==> src/rtl/sevenseg_scan_ctl.sv <==
// -----------------------------------------------------------------------------
// sevenseg_scan_ctl
// Time-multiplexed scan controller for an active-low 7-segment decoder.
// Holds NDIG 7-bit codes (bit6=blank, bit5=dp only, bit4=dash, else 0-15)
// and drives one digit per slot of DIV cycles. Each slot opens with BLANK_CYC
// cycles of all anodes off to suppress ghosting. New codes are staged by
// `load` and committed only at the frame boundary, so a frame never tears.
//
// Optional feature macro: LEADING_ZERO_BLANK_EN
//   When defined, leading 7'd0 codes (from digit NDIG-1 downward, disabled
//   digits counting as zero) are shown as blank; digit 0 is never blanked.
//
// Ports
//   clk        system clock, rising edge
//   rst_n      synchronous reset, active low
//   load       1-cycle strobe, captures digits_in / en_in into staging
//   digits_in  code for digit i at [7*i+6:7*i], digit 0 = rightmost
//   en_in      per-digit enable, captured with load
//   data_out   code to the decoder (registered)
//   an_n       anode enables, active low, at most one low (registered)
//   pending    staging holds an uncommitted load (registered)
//   frame_tick 1-cycle pulse on the first cycle of a new frame (registered)
// -----------------------------------------------------------------------------
module sevenseg_scan_ctl #(
    parameter int unsigned NDIG      = 8,
    parameter int unsigned DIV       = 100000,
    parameter int unsigned BLANK_CYC = 4
) (
    input  logic                   clk,
    input  logic                   rst_n,
    input  logic                   load,
    input  logic [7*NDIG-1:0]      digits_in,
    input  logic [NDIG-1:0]        en_in,
    output logic [6:0]             data_out,
    output logic [NDIG-1:0]        an_n,
    output logic                   pending,
    output logic                   frame_tick
);

    localparam int unsigned CNT_W = $clog2(DIV);
    localparam int unsigned IDX_W = $clog2(NDIG);

    localparam logic [CNT_W-1:0] CNT_LAST       = CNT_W'(DIV - 1);
    localparam logic [CNT_W-1:0] CNT_BLANK_LAST = CNT_W'((BLANK_CYC == 0) ? 0 : BLANK_CYC - 1);
    localparam logic [IDX_W-1:0] IDX_LAST       = IDX_W'(NDIG - 1);
    localparam logic [6:0]       CODE_BLANK     = 7'h40;

    typedef enum logic {
        ST_BLANK = 1'b0,
        ST_DRIVE = 1'b1
    } state_t;

    // With no dead time every slot starts directly in DRIVE.
    localparam state_t ST_START = (BLANK_CYC == 0) ? ST_DRIVE : ST_BLANK;

    state_t                   state_q, state_d;
    logic [CNT_W-1:0]         cnt_q, cnt_d;
    logic [IDX_W-1:0]         idx_q, idx_d;
    logic [NDIG-1:0][6:0]     act_q, act_d;
    logic [NDIG-1:0][6:0]     stg_q, stg_d;
    logic [NDIG-1:0]          en_q, en_d;
    logic [NDIG-1:0]          en_stg_q, en_stg_d;
    logic                     pending_q, pending_d;
    logic [6:0]               data_q, data_d;
    logic [NDIG-1:0]          an_q, an_d;
    logic                     tick_q, tick_d;
    logic                     wrap;
    logic                     frame_end;

`ifdef LEADING_ZERO_BLANK_EN
    logic [NDIG-1:0]          lz_blank;
    logic                     zero_run;
`endif

    // State and datapath register
    always_ff @(posedge clk) begin
        if (!rst_n) begin
            state_q   <= ST_START;
            cnt_q     <= '0;
            idx_q     <= '0;
            act_q     <= {NDIG{CODE_BLANK}};
            stg_q     <= {NDIG{CODE_BLANK}};
            en_q      <= '0;
            en_stg_q  <= '0;
            pending_q <= 1'b0;
            data_q    <= CODE_BLANK;
            an_q      <= '1;
            tick_q    <= 1'b0;
        end else begin
            state_q   <= state_d;
            cnt_q     <= cnt_d;
            idx_q     <= idx_d;
            act_q     <= act_d;
            stg_q     <= stg_d;
            en_q      <= en_d;
            en_stg_q  <= en_stg_d;
            pending_q <= pending_d;
            data_q    <= data_d;
            an_q      <= an_d;
            tick_q    <= tick_d;
        end
    end

    // Next state: slot counter, digit index, BLANK/DRIVE phase, buffers
    always_comb begin
        wrap      = (cnt_q == CNT_LAST);
        frame_end = wrap && (idx_q == IDX_LAST);

        cnt_d = wrap ? '0 : cnt_q + CNT_W'(1);
        idx_d = idx_q;
        if (wrap) begin
            idx_d = (idx_q == IDX_LAST) ? '0 : idx_q + IDX_W'(1);
        end

        state_d = state_q;
        case (state_q)
            ST_BLANK: if (cnt_q == CNT_BLANK_LAST) state_d = ST_DRIVE;
            ST_DRIVE: if (wrap) state_d = ST_START;
            default:  state_d = ST_START;
        endcase

        act_d     = act_q;
        en_d      = en_q;
        stg_d     = stg_q;
        en_stg_d  = en_stg_q;
        pending_d = pending_q;
        if (frame_end) begin
            // A load landing on the frame-end cycle bypasses staging.
            if (load) begin
                act_d = digits_in;
                en_d  = en_in;
            end else if (pending_q) begin
                act_d = stg_q;
                en_d  = en_stg_q;
            end
            pending_d = 1'b0;
        end else if (load) begin
            stg_d     = digits_in;
            en_stg_d  = en_in;
            pending_d = 1'b1;
        end
    end

    // Output decode from next-state values so the registered pins line up
    // with the current slot counter.
    always_comb begin
        data_d = CODE_BLANK;
        an_d   = '1;
        tick_d = frame_end;

`ifdef LEADING_ZERO_BLANK_EN
        lz_blank = '0;
        zero_run = 1'b1;
        for (int i = int'(NDIG) - 1; i > 0; i--) begin
            zero_run    = zero_run && (!en_d[i] || (act_d[i] == 7'd0));
            lz_blank[i] = zero_run;
        end
`endif

        if ((state_d == ST_DRIVE) && en_d[idx_d]) begin
            an_d[idx_d] = 1'b0;
            data_d      = act_d[idx_d];
`ifdef LEADING_ZERO_BLANK_EN
            if (lz_blank[idx_d]) data_d = CODE_BLANK;
`endif
        end
    end

    assign data_out   = data_q;
    assign an_n       = an_q;
    assign pending    = pending_q;
    assign frame_tick = tick_q;

endmodule

==> config.mk <==
export PLATFORM = sky130hd
export DESIGN_NAME = sevenseg_scan_ctl
export DESIGN_NICKNAME = d
export VERILOG_FILES = /design/src/rtl/sevenseg_scan_ctl.sv
export SDC_FILE = /design/constraint.sdc
export NUM_CORES = 1
export LEC_CHECK = 0
export ABC_AREA = 0
export CORE_ASPECT_RATIO = 1.1
export CORE_MARGIN = 4
export CORE_UTILIZATION = 50
export DETAILED_ROUTE_END_ITERATION = 7
export PLACE_DENSITY = 0.76
export SYNTH_ARGS = -nofsm -noshare
export SYNTH_HDL_FRONTEND = slang
export SYNTH_SLANG_ARGS = --single-unit
==> constraint.sdc <==
create_clock -name clk -period 5.15 [get_ports clk]
set_input_delay 1.545 -clock clk [delete_from_list [all_inputs] [get_ports clk]]
set_output_delay 1.545 -clock clk [all_outputs]
set_load 0.005 [all_outputs]
==> results.txt, run 1 <==
Detail Placement HPWL -> 12800 um
Gate Count Post-Synth -> 865
Worst R2R Path Depth -> 10
Die Width -> 123 um
CP arrival -> 4.43 ns
LEAKAGE -> 3.42 nW
Synth async-reset ratio -> 0%
fill count -> 1238
clock-pin slew on the worst setup and hold paths -> 0.06 ns
setup bufs post-CTS -> 0
clock skew -> 0.00694 ns
Post-synth EDFFs -> 0
CP max-delay cell -> nor2b_4
Port Buffers -> 83
Clock Root Buffer -> clkbuf_16
multi-input logic area -> 0.00368 sq mm
critical path required time -> 5.52 ns
DR pass1 iterations -> 7
Final Hold Vio Count -> 0
register area -> 0.00332 sq mm
status -> finished clean
most frequent cells in the layout -> 204 x nand2_1, 166 x dfxtp_1, 111 x a21oi_1
Starting Density -> 50.7%
pin count of the biggest net entering global routing -> 106
type of the tightest min-delay check -> flop to flop
MaxCap Viol Count -> 0
PostCTS Resize Cnt -> 0
r2r setup slk -> 1.31 ns
Final setup viols -> 0
Post-Route Setup TNS -> 0 ns
GRT overflow -> 0
# DRC -> 0
RD Place Congestion -> 0.866
final hold slack -> 0.451 ns
hold buffers post-CTS -> 0
Worst Tran Pin Value -> 1.15 ns
most common cell after layout, fill and taps aside -> nand2_1
Crit path largest cell delay -> 0.63 ns
Avg Inst Size Synth -> 8.44 sq um
R2R Path End -> data_out[3]
CP Buf/Inv Count -> 2
maximum VDD drop -> 0.213 mV
# H-tree levels -> 4
initial antenna violation count -> 0
initial DRC count -> 678
CTS tree -> done
Routed Wire Length -> 20300 um
core footprint -> 0.0144 sq mm
RSZ-0062 raised after global routing -> no
register area share after synthesis -> 45.5%
vias per cell -> 6.01
vias -> 6738
DR WL/cell -> 18.1 um
diode count -> 0
Mapped Nets -> 935
fin. max-slew vios -> 0
Worst Setup End Kind -> flop
first-pass GRT wire length -> 32000 um
gr usage total -> 24.5%
die area -> 0.0166 sq mm
Cell variety after synth -> 54
io pins -> 84
Min-Delay Startpoint -> en_stg_q[4]
crit share post-route -> 78.9%
clk_lat worst skew -> 0.43 ns
number of global-route vias before repair -> 6267
most common flop cell mapped by yosys -> dfxtp_1
critical path type -> input port to flop
synth-to-layout area growth -> 21.1%
Max Buffers Root-to-Sink -> 2
Inst Count DP -> 1090
Slew headroom -> 23.6%
fraction of layout cells with a size suffix above 1 -> 6.88%
Final min period -> 4.06 ns
CP top delay family -> simple AND/OR/NAND/NOR gates
CP Launch Type -> input port
CTS sink cnt -> 166
FMAX -> 0.246 GHz
Placement Rows -> 46
#FFs+latches synth -> 166
WHS Path Cells -> 2
FF-to-FF Start -> cnt_q[0]
Pwr per Cell Area -> 318 mW/mm^2
WHS Endpoint -> en_stg_q[4]
Post-Syn Area -> 0.00730 sq mm
Detail Route Antenna Nets -> 0
Finished Layout Cells -> 1122
TritonCTS buffer count -> 17
Chip Height -> 135 um
Crit Path Max Fanout -> 27
Layout Nets -> 987
Critical Path, Cell by Cell -> clkdlybuf4s50_1 -> nor2b_4 -> and3_1 -> a22o_1 -> a221oi_1 -> a21bo_1 -> nor4_4 -> buf_4 -> o41a_1
Synth warnings -> 0
-- stage by stage --
| stage | power [W] | setup WS (ns) | util, % | cell area, sq um |
|---|---|---|---|---|
| floorplan | 0.00144 | 1.88 | - | 7300 |
| global placement | 0.00154 | 0.810 | 57.3 | 8240 |
| detailed placement | 0.00154 | 0.735 | 57.3 | 8240 |
| CTS | 0.00283 | 1.13 | 61.4 | 8840 |
| global route | 0.00289 | 0.938 | 61.4 | 8840 |
| finish | 0.00281 | 1.09 | 61.4 | 8840 |
-- worst register-to-register path: stages, from the launching register on --
cell and delay, ns:
dfxtp_1 0.39, ha_1 0.27, or4b_4 0.50, nor4_4 0.49, buf_4 0.34, and2_2 0.39, a221oi_1 0.19, a21bo_1 0.26
nor4_4 0.52, buf_4 0.27, o41a_1 0.17
-- worst max path at each step --
| stage | start | to | slack (ns) | cells after the start |
|---|---|---|---|---|
| after global routing | load | data_out[0] | 0.94 | 9 |
| final | load | data_out[3] | 1.09 | 9 |
| after floorplan | load | data_out[6] | 1.88 | 9 |
| after CTS | load | data_out[3] | 1.13 | 9 |
| after detailed placement | load | data_out[3] | 0.73 | 9 |
| after global placement | load | data_out[6] | 0.81 | 9 |
-- power breakdown --
group | internal, W | total (W) | leakage (nW) | switching [W]
sequential | 0.00132 | 0.00133 | 1.35 | 0.0000188
clock | 0.000798 | 0.00130 | 0.301 | 0.000501
combinational | 0.0000781 | 0.000178 | 1.77 | 0.000100
-- logic make-up after synthesis --
logic type | share of synthesized area [%]
and+or+nand+nor | 19.5
AOI/OAI and AO/OA | 28.0
DFF | 45.5
buffers and inverters | 4.34
xor gates and xnor gates | 1.44
muxes | 0.703
adders and majority gates | 0.514
-- area by class of cell --
cell class | count | share of cell area (%)
Sequential cell | 166 | 37.6
Inverter | 6 | 0.269
Clock buffer | 23 | 5.41
Multi-Input combinational cell | 625 | 41.7
Tap cell | 192 | 2.72
Clock inverter | 9 | 1.40
Timing Repair Buffer | 101 | 10.9
-- synth_stat cells, types with 3 or more instances --
cell type  number  share of area, %
nand2_1       206                11
dfxtp_1       166                46
a21oi_1       111               7.6
a22oi_1        59               6.1
a32oi_1        54               6.5
clkbuf_1       42               2.2
a22o_1         27               3.2
nor2_1         27               1.4
nand3_1        25               1.7
buf_2          15               1.0
and2_1         11              0.94
xor2_1         10               1.2
nand4_1         8              0.69
buf_1           7              0.36
and3_1          6              0.51
nand2b_1        6              0.51
o41a_1          6              0.93
a221o_1         5              0.69
a41o_1          5              0.69
inv_1           5              0.26
nor2b_1         5              0.43
o21ai_0         5              0.34
mux2i_1         4              0.55
o2111ai_1       4              0.48
or3_1           4              0.34
a31oi_1         3              0.26
ha_1            3              0.51
nor3_1          3              0.21
nor4_1          3              0.26
-- registers in the layout, summed over array words and instances, names as in the netlist --
register / flops
en_q: 8
pending: 1
data_out: 7
idx_q: 3
cnt_q: 17
en_stg_q: 8
frame_tick: 1
act_q: 56
state_q: 1
stg_q: 56
an_n: 8
-- layer usage --
metal / share of wire [%] / up-vias / GRT usage [%]
li1: - / 3287 / -
met1: 43 / 3194 / 31.8
met2: 49 / 214 / 40.3
met3: 5.8 / 43 / 5.53
met4: 2.3 / 0 / 8.12
met5: 0 / - / 0
(Power assumes the default switching activity.)
==> inputs of run 2 (changes only) <==
Clock period 5.15 ns to 3.9 ns, I/O delays scaled along.
==> run 2 against run 1 <==
  * Die area is the same
  * Flip-flop and latch count is the same
  * Routed wire length rose by 1.8%
  * Critical path depth up 1
  * Hold slack got worse by 0.00080 ns
  * Cell count grew 0.62%
  * Sequential power grew 32%
  * Sequential share of layout area is 0.23 points lower
  * Non-clock buffer count is 7 higher
  * Cell area grew 0.61%
  * Clock skew grew 0.0040 ns
  * Clock power is 26% higher
  * Critical path type is now flop to flop
  * Largest power group unchanged
==> results.txt, run 2 (synthesis gave the netlist of run 1 again) <==
Die Width -> 123 um
Layout Nets -> 994
number of global-route vias before repair -> 6651
initial antenna violation count -> 0
RSZ-0062 raised after global routing -> no
Int Pwr -> 0.00283 W
most common cell after layout, fill and taps aside -> nand2_1
critical path type -> flop to flop
clock skew -> 0.0110 ns
# DRC -> 0
Final min period -> 3.33 ns
synth-to-layout area growth -> 21.8%
type of the tightest min-delay check -> flop to flop
register area -> 0.00332 sq mm
Chip Height -> 135 um
Placement Rows -> 46
Detail Placement HPWL -> 13100 um
final core utilization -> 61.8%
FMAX -> 0.300 GHz
FF-to-FF Start -> cnt_q[0]
hold buffers post-CTS -> 0
switch share -> 22.3%
PostCTS Resize Cnt -> 0
clock-pin slew on the worst setup and hold paths -> 0.06 ns
CTS tree -> done
Pwr per Cell Area -> 410 mW/mm^2
core footprint -> 0.0144 sq mm
first-pass GRT wire length -> 33500 um
LEAKAGE -> 3.45 nW
CP max-delay cell -> nor4_4
critical path required time -> 4.27 ns
fin. max-slew vios -> 0
Routed Wire Length -> 20700 um
diode count -> 0
Worst setup endpoint -> data_out[0]
Worst Setup End Kind -> flop
NetSw -> 0.000814 W
clk_lat worst skew -> 0.43 ns
die area -> 0.0166 sq mm
Largest regs -> act_q: 56 flops, stg_q: 56 flops, cnt_q: 17 flops
initial DRC count -> 688
vias per cell -> 6.14
DR WL/cell -> 18.3 um
Starting Density -> 50.7%
R2R Path End -> data_out[0]
Reg power frac -> 48.4%
DR pass1 iterations -> 5
crit share post-route -> 85.5%
Clock Root Buffer -> clkbuf_16
CP Launch Type -> flop
vias -> 6936
CTS sink cnt -> 166
CP most frequent cell -> nor4_4
GRT overflow -> 0
r2r setup slk -> 0.57 ns
Crit path largest cell delay -> 0.51 ns
WP depth -> 10
MaxCap Viol Count -> 0
CP top delay family -> simple AND/OR/NAND/NOR gates
fraction of layout cells with a size suffix above 1 -> 7.58%
gr usage total -> 25.3%
setup bufs post-CTS -> 0
Worst R2R Path Depth -> 10
Port Buffers -> 83
Critical Path, Cell by Cell -> ha_1 -> or4b_4 -> nor4_4 -> and2_2 -> buf_12 -> a221oi_1 -> a21bo_1 -> nor4_4 -> buf_4 -> o41a_1
multi-input logic area -> 0.00368 sq mm
maximum VDD drop -> 0.356 mV
CP Buf/Inv Count -> 2
io pins -> 84
# H-tree levels -> 4
fill count -> 1252
status -> finished clean
Post-Route Setup TNS -> 0 ns
Final setup viols -> 0
Worst Tran Pin Value -> 1.01 ns
logic gate share of total power -> 6.5%
Crit Path Max Fanout -> 61
RD Place Congestion -> 0.925
CP arrival -> 3.70 ns
Slew headroom -> 32.8%
Clock Power Share -> 45.1%
most frequent cells in the layout -> 204 x nand2_1, 166 x dfxtp_1, 111 x a21oi_1
pin count of the biggest net entering global routing -> 95
Detail Route Antenna Nets -> 0
Final Hold Vio Count -> 0
Max Buffers Root-to-Sink -> 2
Worst Setup SP -> cnt_q[0]
TritonCTS buffer count -> 17
==> run 2: cell types whose count changed in the layout (fill, tap and decap cells not counted) <==
cell / delta
buf_12: +2
buf_4: +5
bufinv_16: -1
clkinv_4: -1
clkinvlp_4: +2
==> run 2: per-layer routing <==
layer  part of all wire, %  track usage [%]
met5                     0                0
met3                   6.4             4.78
met4                   2.7             10.4
met1                    42             32.0
met2                    49             42.3
==> run 2: worst reg2reg max path, cell delays in order (launching register included) <==
cell and delay [ns]:
dfxtp_1 0.39, ha_1 0.27, or4b_4 0.50, nor4_4 0.51, and2_2 0.29, buf_12 0.26
a221oi_1 0.17, a21bo_1 0.22, nor4_4 0.29, buf_4 0.22, o41a_1 0.16
==> run 2: how the worst min path moves through the flow <==
stage,from,endpoint,depth (start not counted)
6_report,en_stg_q[4],en_stg_q[4],2
5_1_grt,stg_q[5],stg_q[5],2
4_1_cts,en_stg_q[4],en_stg_q[4],2
3_5_place_dp,en_stg_q[4],en_stg_q[4],2
3_3_place_gp,en_stg_q[5],en_stg_q[5],2
2_1_floorplan,en_stg_q[1],en_stg_q[1],2
==> run 2: stage by stage <==
step | hold WS (ns) | std cells | setup WS [ns] | instance area (sq um) | total power, W
final | 0.450 | 1129 | 0.565 | 8890 | 0.00364
after global routing | 0.476 | 1129 | 0.382 | 8890 | 0.00376
after CTS | 0.453 | 1129 | 0.544 | 8890 | 0.00366
after detailed placement | 0.444 | 1097 | 0.219 | 8320 | 0.00203
after global placement | 0.438 | 1097 | 0.282 | 8320 | 0.00203
after floorplan | 0.432 | 865 | 1.00 | 7300 | 0.00190
==> run 2: layout make-up <==
type                            instances  area share (%)
Inverter                                6           0.267
Sequential cell                       166            37.4
Clock inverter                          9            1.13
Tap cell                              192            2.70
Multi-Input combinational cell        625            41.4
Timing Repair Buffer                  108            11.7
Clock buffer                           23            5.37
==> run 2: power by group through the flow <==
stage | sequential, W | combinational [W] | clock [W]
2_1_floorplan | 0.00179 | 0.000113 | 0
3_3_place_gp | 0.00180 | 0.000233 | 0
3_5_place_dp | 0.00180 | 0.000234 | 0
4_1_cts | 0.00176 | 0.000235 | 0.00166
5_1_grt | 0.00177 | 0.000259 | 0.00173
6_report | 0.00176 | 0.000236 | 0.00164
